===== config.mk =====
export PLATFORM = sky130hd
export DESIGN_NAME = eth_rx_frame_parser
export DESIGN_NICKNAME = d
export VERILOG_FILES = /design/src/rtl/eth_rx_frame_parser.sv
export SDC_FILE = /design/constraint.sdc
export NUM_CORES = 1
export LEC_CHECK = 0
export ABC_CLOCK_PERIOD_IN_PS = 4000
export BUFFER_PORTS_ARGS = -buffer_cell sky130_fd_sc_hd__buf_2
export CAP_MARGIN = 10
export CORE_MARGIN = 2
export CORE_UTILIZATION = 30
export CTS_CLUSTER_DIAMETER = 80
export DETAILED_ROUTE_END_ITERATION = 8
export GPL_TIMING_DRIVEN = 0
export PLACE_DENSITY = 0.55
export SLEW_MARGIN = 20
export SYNTH_ARGS = -nofsm -noshare
export SYNTH_HDL_FRONTEND = slang
export SYNTH_SLANG_ARGS = --single-unit

===== constraint.sdc =====
create_clock -name clk_50_mhz -period 4 [get_ports clk_50_mhz]
set_input_delay 0.4 -clock clk_50_mhz [delete_from_list [all_inputs] [get_ports clk_50_mhz]]
set_output_delay 0.4 -clock clk_50_mhz [all_outputs]
set_load 0.01 [all_outputs]

===== src/rtl/eth_rx_frame_parser.sv =====
// Ethernet receive frame parser: header extraction, destination-MAC filter,
// payload packing into OUT_W-bit words and end-of-frame status on the RMII clock.
module eth_rx_frame_parser #(
  parameter int          OUT_W         = 32,
  parameter bit          VLAN_EN       = 1'b1,
  parameter bit          MAC_FILTER_EN = 1'b1,
  parameter logic [47:0] LOCAL_MAC     = 48'h02_00_00_00_00_01,
  parameter int          MAX_PAYLOAD   = 1500
) (
  input  logic               clk_50_mhz,
  input  logic               rst_n,
  input  logic [7:0]         byte_i,
  input  logic               byte_valid_i,
  input  logic               frame_end_i,
  input  logic               frame_err_i,
  output logic               hdr_valid_o,
  output logic [47:0]        dst_mac_o,
  output logic [47:0]        src_mac_o,
  output logic [15:0]        eth_type_o,
  output logic               vlan_present_o,
  output logic [15:0]        vlan_tci_o,
  output logic [OUT_W-1:0]   word_o,
  output logic               word_valid_o,
  output logic [OUT_W/8-1:0] word_keep_o,
  output logic               word_last_o,
  output logic               frame_done_o,
  output logic               frame_ok_o,
  output logic [15:0]        payload_len_o,
  output logic [15:0]        drop_cnt_o
);
  localparam int NB  = OUT_W / 8;
  localparam int FCW = (NB > 1) ? $clog2(NB) : 1;

  typedef enum logic [2:0] {
    S_IDLE, S_HDR, S_TAG, S_PAY, S_DROP, S_FLUSH, S_LASTW, S_DONE
  } state_t;

  state_t           r_state;
  logic [135:0]     r_sh;
  logic [15:0]      r_idx;
  logic [15:0]      r_len;
  logic [OUT_W-1:0] r_fill;
  logic [OUT_W-1:0] r_hold;
  logic [FCW-1:0]   r_fcnt;
  logic             r_hold_v;
  logic             r_err;
  logic             r_trunc;

  logic [143:0]     w_sh;
  logic             w_err, w_trunc, w_take, w_full, w_flush, w_reject;
  logic             w_tag_start, w_hdr_last;
  logic [OUT_W-1:0] w_fill_add, w_fill, w_hold;
  logic [FCW-1:0]   w_fcnt;
  logic             w_hold_v;
  logic [15:0]      w_len;

  function automatic logic [NB-1:0] keep_of(input logic [FCW-1:0] n);
    keep_of = ~({NB{1'b1}} >> n);
  endfunction

  // Header bytes shift in so the newest byte is always at [7:0].
  assign w_sh        = {r_sh, byte_i};
  assign w_err       = r_err | (frame_err_i && (r_state inside {S_HDR, S_TAG, S_PAY}));
  assign w_take      = (r_state == S_PAY) && byte_valid_i && (r_len < 16'(MAX_PAYLOAD));
  assign w_trunc     = r_trunc | ((r_state == S_PAY) && byte_valid_i && !w_take);
  assign w_full      = w_take && (r_fcnt == FCW'(NB - 1));
  assign w_fill_add  = r_fill | (OUT_W'(byte_i) << (8 * (NB - 1 - int'(r_fcnt))));
  assign w_reject    = MAC_FILTER_EN && (w_sh[47:0] != LOCAL_MAC) && (w_sh[47:0] != 48'hFFFF_FFFF_FFFF);
  assign w_tag_start = (r_state == S_HDR) && (r_idx == 16'd13) && VLAN_EN && (w_sh[15:0] == 16'h8100);
  assign w_hdr_last  = ((r_state == S_HDR) && (r_idx == 16'd13) && !w_tag_start) ||
                       ((r_state == S_TAG) && (r_idx == 16'd17));
  assign w_len       = r_len + {15'd0, w_take};

  // Packing state after this cycle's byte, before any end-of-frame flush.
  always_comb begin
    w_fill   = r_fill;
    w_fcnt   = r_fcnt;
    w_hold   = r_hold;
    w_hold_v = r_hold_v;
    if (w_full) begin
      w_fill   = '0;
      w_fcnt   = '0;
      w_hold   = w_fill_add;
      w_hold_v = 1'b1;
    end else if (w_take) begin
      w_fill = w_fill_add;
      w_fcnt = r_fcnt + FCW'(1);
    end
  end

  // A byte that fills a word while one is already held emits the held word now,
  // so the flush must wait a cycle for the new hold to drain.
  assign w_flush = (r_state == S_FLUSH) ||
                   ((r_state == S_PAY) && frame_end_i && !(w_full && r_hold_v));

  always_ff @(posedge clk_50_mhz or negedge rst_n) begin
    if (!rst_n) begin
      r_state        <= S_IDLE;
      r_sh           <= '0;
      r_idx          <= '0;
      r_len          <= '0;
      r_fill         <= '0;
      r_hold         <= '0;
      r_fcnt         <= '0;
      r_hold_v       <= 1'b0;
      r_err          <= 1'b0;
      r_trunc        <= 1'b0;
      hdr_valid_o    <= 1'b0;
      dst_mac_o      <= '0;
      src_mac_o      <= '0;
      eth_type_o     <= '0;
      vlan_present_o <= 1'b0;
      vlan_tci_o     <= '0;
      word_o         <= '0;
      word_valid_o   <= 1'b0;
      word_keep_o    <= '0;
      word_last_o    <= 1'b0;
      frame_done_o   <= 1'b0;
      frame_ok_o     <= 1'b0;
      payload_len_o  <= '0;
      drop_cnt_o     <= '0;
    end else begin
      hdr_valid_o  <= 1'b0;
      word_valid_o <= 1'b0;
      word_last_o  <= 1'b0;
      frame_done_o <= 1'b0;
      r_err        <= w_err;
      r_trunc      <= w_trunc;
      r_fill       <= w_fill;
      r_fcnt       <= w_fcnt;
      r_hold       <= w_hold;
      r_hold_v     <= w_hold_v;
      r_len        <= w_len;
      if (byte_valid_i && (r_state inside {S_HDR, S_TAG, S_PAY}) && (r_idx != 16'hFFFF))
        r_idx <= r_idx + 16'd1;
      if (w_full && r_hold_v) begin
        word_o       <= r_hold;
        word_keep_o  <= '1;
        word_valid_o <= 1'b1;
      end

      case (r_state)
        S_IDLE: if (byte_valid_i) begin
          r_sh    <= w_sh[135:0];
          r_idx   <= 16'd1;
          r_err   <= 1'b0;
          r_trunc <= 1'b0;
          r_len   <= '0;
          if (frame_end_i) begin
            frame_done_o  <= 1'b1;
            frame_ok_o    <= 1'b0;
            payload_len_o <= '0;
            r_state       <= S_DONE;
          end else begin
            r_state <= S_HDR;
          end
        end
        S_HDR, S_TAG: begin
          if (byte_valid_i) r_sh <= w_sh[135:0];
          if (byte_valid_i && (r_state == S_HDR) && (r_idx == 16'd5) && w_reject) begin
            if (drop_cnt_o != 16'hFFFF) drop_cnt_o <= drop_cnt_o + 16'd1;
            r_state <= frame_end_i ? S_IDLE : S_DROP;
          end else if (byte_valid_i && w_hdr_last) begin
            hdr_valid_o    <= 1'b1;
            dst_mac_o      <= (r_state == S_TAG) ? w_sh[143:96] : w_sh[111:64];
            src_mac_o      <= (r_state == S_TAG) ? w_sh[95:48] : w_sh[63:16];
            eth_type_o     <= w_sh[15:0];
            vlan_present_o <= (r_state == S_TAG);
            vlan_tci_o     <= (r_state == S_TAG) ? w_sh[31:16] : 16'h0000;
            if (frame_end_i) begin
              frame_done_o  <= 1'b1;
              frame_ok_o    <= !w_err;
              payload_len_o <= '0;
              r_state       <= S_DONE;
            end else begin
              r_state <= S_PAY;
            end
          end else if (frame_end_i) begin
            frame_done_o  <= 1'b1;
            frame_ok_o    <= 1'b0;
            payload_len_o <= '0;
            r_state       <= S_DONE;
          end else if (byte_valid_i && w_tag_start) begin
            r_state <= S_TAG;
          end
        end
        S_PAY:   if (frame_end_i && w_full && r_hold_v) r_state <= S_FLUSH;
        S_DROP:  if (frame_end_i) r_state <= S_IDLE;
        S_FLUSH: ;
        S_LASTW: begin
          frame_done_o  <= 1'b1;
          frame_ok_o    <= !r_err && !r_trunc;
          payload_len_o <= r_len;
          r_state       <= S_DONE;
        end
        S_DONE:  r_state <= S_IDLE;
        default: r_state <= S_IDLE;
      endcase

      // Held word leaves first; a partial fill word follows it as the last word.
      if (w_flush) begin
        if (w_hold_v) begin
          word_o       <= w_hold;
          word_keep_o  <= '1;
          word_valid_o <= 1'b1;
          word_last_o  <= (w_fcnt == '0);
          r_hold_v     <= 1'b0;
          r_state      <= (w_fcnt == '0) ? S_LASTW : S_FLUSH;
        end else if (w_fcnt != '0) begin
          word_o       <= w_fill;
          word_keep_o  <= keep_of(w_fcnt);
          word_valid_o <= 1'b1;
          word_last_o  <= 1'b1;
          r_fill       <= '0;
          r_fcnt       <= '0;
          r_state      <= S_LASTW;
        end else begin
          frame_done_o  <= 1'b1;
          frame_ok_o    <= !w_err && !w_trunc;
          payload_len_o <= w_len;
          r_state       <= S_DONE;
        end
      end
    end
  end

endmodule

==> impl_metrics.ini <==
[placement]
dp_hpwl_um = 43700
globalplace.congestion = 0.855
placed_cells = 2827
pre_cts_ws_ps = 53.7
placed_cell_area_mm2 = 0.0218
port_buffers = 214

[finish]
final_cells = 2923
design_area_mm2 = 0.0237
drive_gt1_share_pct = 25.8
nets = 2047
fillers = 6422
area_growth_pct = 21.3

[worst_setup_path]
rr_worst_depth = 13
slowest_stage = dfrtp_1
path_class = flop to flop
max_stage_delay_ps = 360
worstPathArrival_ps = 4180
start_kind = flop
rr_startpoint = r_len[3]$_DFF_PN0_
r2r_end = payload_len_o[13]$_DFF_PN0_
end_kind = flop
path_cells = clkbuf_1 > a31oi_1 > or3_1 > buf_2 > nand2_1 > inv_1 > ha_1 > nand3_1 > nor3_2 > nor3b_2 > and3_1 > o21ai_0 > a221o_1
path_max_fanout = 10
reg2reg_slack_ps = 310
required_ps = 4490

[timing]
setup_viol = 0
layout_setup_ws_ps = 309
slew_headroom_pct = 32.2
finalMaxSlewViolations = 0
rsz0062_at_grt = false
fmax_mhz = 271
worst_pin_slew_ps = 1010
fin_crit_ps = 3690
final_hold_viol_count = 0
min_period_over_period_pct = 92.3
clock_skew_ps = 63.1

[yosys]
ys.flop_type = dfrtp_1
syn_inst = 1754
yosysWarningCount = 0
synth_seq_area_share_pct = 56.7
syn_avg_cell_area_um2 = 11.1
synthDistinctLibCells = 75
ys_ff_latch = 442
synth_edf_count = 0
synth_async_sr_flop_share_pct = 100
synth_area_mm2 = 0.0195
synth_fp_nets = 1775

[cts]
path_clk_slew_ps = 60
cts_root_buf = clkbuf_16
cts_tree = done
clk_latency_ps = 620
clk_path_buf_depth = 3
cts_buffers = 51
cts.sinks = 442
htree_levels = 2
cts_setup_buffers = 0

[route]
vias = 14900
wirelength_um = 60800
remaining_drc_errors = 0
routed_via_density = 5.10
wl_per_cell_um = 20.8
ant_nets = 0
drtIter0Drc = 1088
dr.pass1.iters = 5

[global_routing]
grtUsageMet1_pct = 24.3
grt_pass1_wl_um = 93200
grt-ovfl-total = 0
first_global_vias = 15100
antenna_found_initial = 4
grt_util_met2_pct = 29.2
track_usage_pct = 18.0
top_usage_layer = met2
met3_usage_pct = 3.62
grt_max_degree = 96

[min_path]
min_from = byte_valid_i
hold_path_class = input pin to flop
worstHoldEndpoint = r_len[0]$_DFF_PN0_
worstHoldPathCells = 2

[floorplan]
core_mm2 = 0.0643
die_w_um = 259
rows = 93
start_util_pct = 30.3
die_area_mm2 = 0.0671
boundaryPins = 215
die_h_um = 259

[power_and_ir_drop]
max-vdd-ir-drop_v = 0.000399
power_leakage_nw = 11.0
p_per_area_mw_per_mm2 = 703

[run_status]
status = complete, no violations

[flow_run]
maxCapViolations = 0
## flip-flops by register name, summed over array words and instances (netlist names), named ones only
register	flops
r_hold_v	1
r_fcnt	2
drop_cnt_o	16
r_hold	32
r_sh	136
frame_ok_o	1
hdr_valid_o	1
vlan_tci_o	16
word_last_o	1
word_keep_o	4
vlan_present_o	1
r_trunc	1
r_len	16
frame_done_o	1
r_idx	9
eth_type_o	16
word_o	32
payload_len_o	16
dst_mac_o	48
src_mac_o	48
word_valid_o	1
r_state	3
r_fill	32
r_err	1
## routing by layer
| layer | vias up | part of all wire, % |
|---|---|---|
| li1 | 6836 | - |
| met1 | 7568 | 44 |
| met2 | 388 | 47 |
| met3 | 111 | 5.7 |
| met4 | 6 | 2.5 |
| met5 | - | 0.064 |
## power by group
group | switching, mW | internal (mW) | total (mW)
logic | 2.53 | 2.10 | 4.63
clock network | 1.96 | 3.15 | 5.11
registers | 1.31 | 5.60 | 6.91
## how the worst max path moves through the flow
stage	startpoint	endpoint	slack (ps)	cells past startpoint
2_1_floorplan	r_len[13]$_DFF_PN0_	payload_len_o[13]$_DFF_PN0_	930	11
3_3_place_gp	rst_n	r_fill[4]$_DFF_PN0_	-6430	1
3_5_place_dp	r_len[13]$_DFF_PN0_	payload_len_o[13]$_DFF_PN0_	50	11
4_1_cts	r_len[13]$_DFF_PN0_	payload_len_o[13]$_DFF_PN0_	30	11
5_1_grt	r_len[3]$_DFF_PN0_	payload_len_o[13]$_DFF_PN0_	50	13
6_report	r_len[3]$_DFF_PN0_	payload_len_o[13]$_DFF_PN0_	310	13
## placed cells by master, fill, tap and decap left out, types with 11 or more instances in the layout
cell / n
and3_1: 13
clkbuf_16: 51
o21ai_0: 124
xnor2_1: 17
buf_2: 237
mux2_2: 168
nand4_1: 20
mux2i_1: 105
clkbuf_1: 89
inv_1: 23
clkbuf_8: 11
a21oi_1: 137
nor2_1: 78
nand3_1: 40
nand2_1: 219
dfrtp_1: 442
xor2_1: 13
nor4_1: 19
a31oi_1: 35
nor3_1: 15
o22ai_1: 34
## Yosys cell counts (8+ instances only)
library cell  number  area share, %
nand4_1           20           0.64
nand3_1           40            1.0
xor2_1            13           0.58
a221o_1            9           0.46
nor3b_1           10           0.38
ha_1               8           0.51
nor2_1            78            1.5
nor3_1            17           0.44
a21oi_1          137            3.5
nor4_1            22           0.71
o31ai_1            8           0.31
clkbuf_1          77            1.5
inv_1             23           0.44
nand2_1          219            4.2
a31oi_1           35            1.1
and3_1            13           0.42
o21ai_0          124            3.2
xnor2_1           17           0.76
o22ai_1           34            1.1
mux2i_1          105            5.4
buf_2             24           0.62
mux2_2           168            9.7
dfrtp_1          442             57
buf_1              8           0.15
## final cells by class
class	count	area (µm²)	share of cell area, %
well taps	855	1070	4.52
repair buffers	219	1200	5.07
diodes	1	2.50	0.0106
clock inverters	20	380	1.61
flip-flops and latches	442	11100	46.7
plain buffers	119	520	2.20
inverters	24	90.1	0.380
multi-input cells	1169	7880	33.3
clock buffers	74	1470	6.22
## per-stage QoR
| stage | hold WS (ps) | total power [mW] | TNS [ps] | utilization, % |
|---|---|---|---|---|
| 2_1_floorplan | 104 | 9.66 | 0 | - |
| 5_1_grt | 86.7 | 17.6 | 0 | 36.8 |
| 3_5_place_dp | 418 | 11.6 | 0 | 33.9 |
| 6_report | 93.2 | 16.6 | 0 | 36.8 |
| 4_1_cts | 64.2 | 16.8 | 0 | 36.7 |
| 3_3_place_gp | 451 | 11.4 | -2808410 | 33.7 |
## what timing repair did
item | in CTS | in global routing
setup endpoints to repair | 0 | 9
endpoints found under the hold margin | 77 | 0
resized for setup | 0 | 5
hold buffers | 1 | 0
## logic make-up (layout without fill, tap and decap cells)
family | Yosys count | after routing | synth area share [%]
adders and majority gates | 8 | 8 | 0.513
xor gates and xnor gates | 30 | 30 | 1.35
muxes | 273 | 273 | 15.1
AOI/OAI and AO/OA | 394 | 394 | 12.0
other | 0 | 1 | 0
and+or+nand+nor | 464 | 464 | 11.3
buffers and inverters | 143 | 456 | 3.13
DFF | 442 | 442 | 56.7
## critical path: cells and delay by family (launching register included)
| kind | cells | cell delay [ps] |
|---|---|---|
| buf+inv | 3 | 660 |
| flops | 1 | 360 |
| simple gates | 6 | 1630 |
| fa+ha+maj | 1 | 220 |
| compound gates | 3 | 710 |
Power figures use the tool's default switching activity.
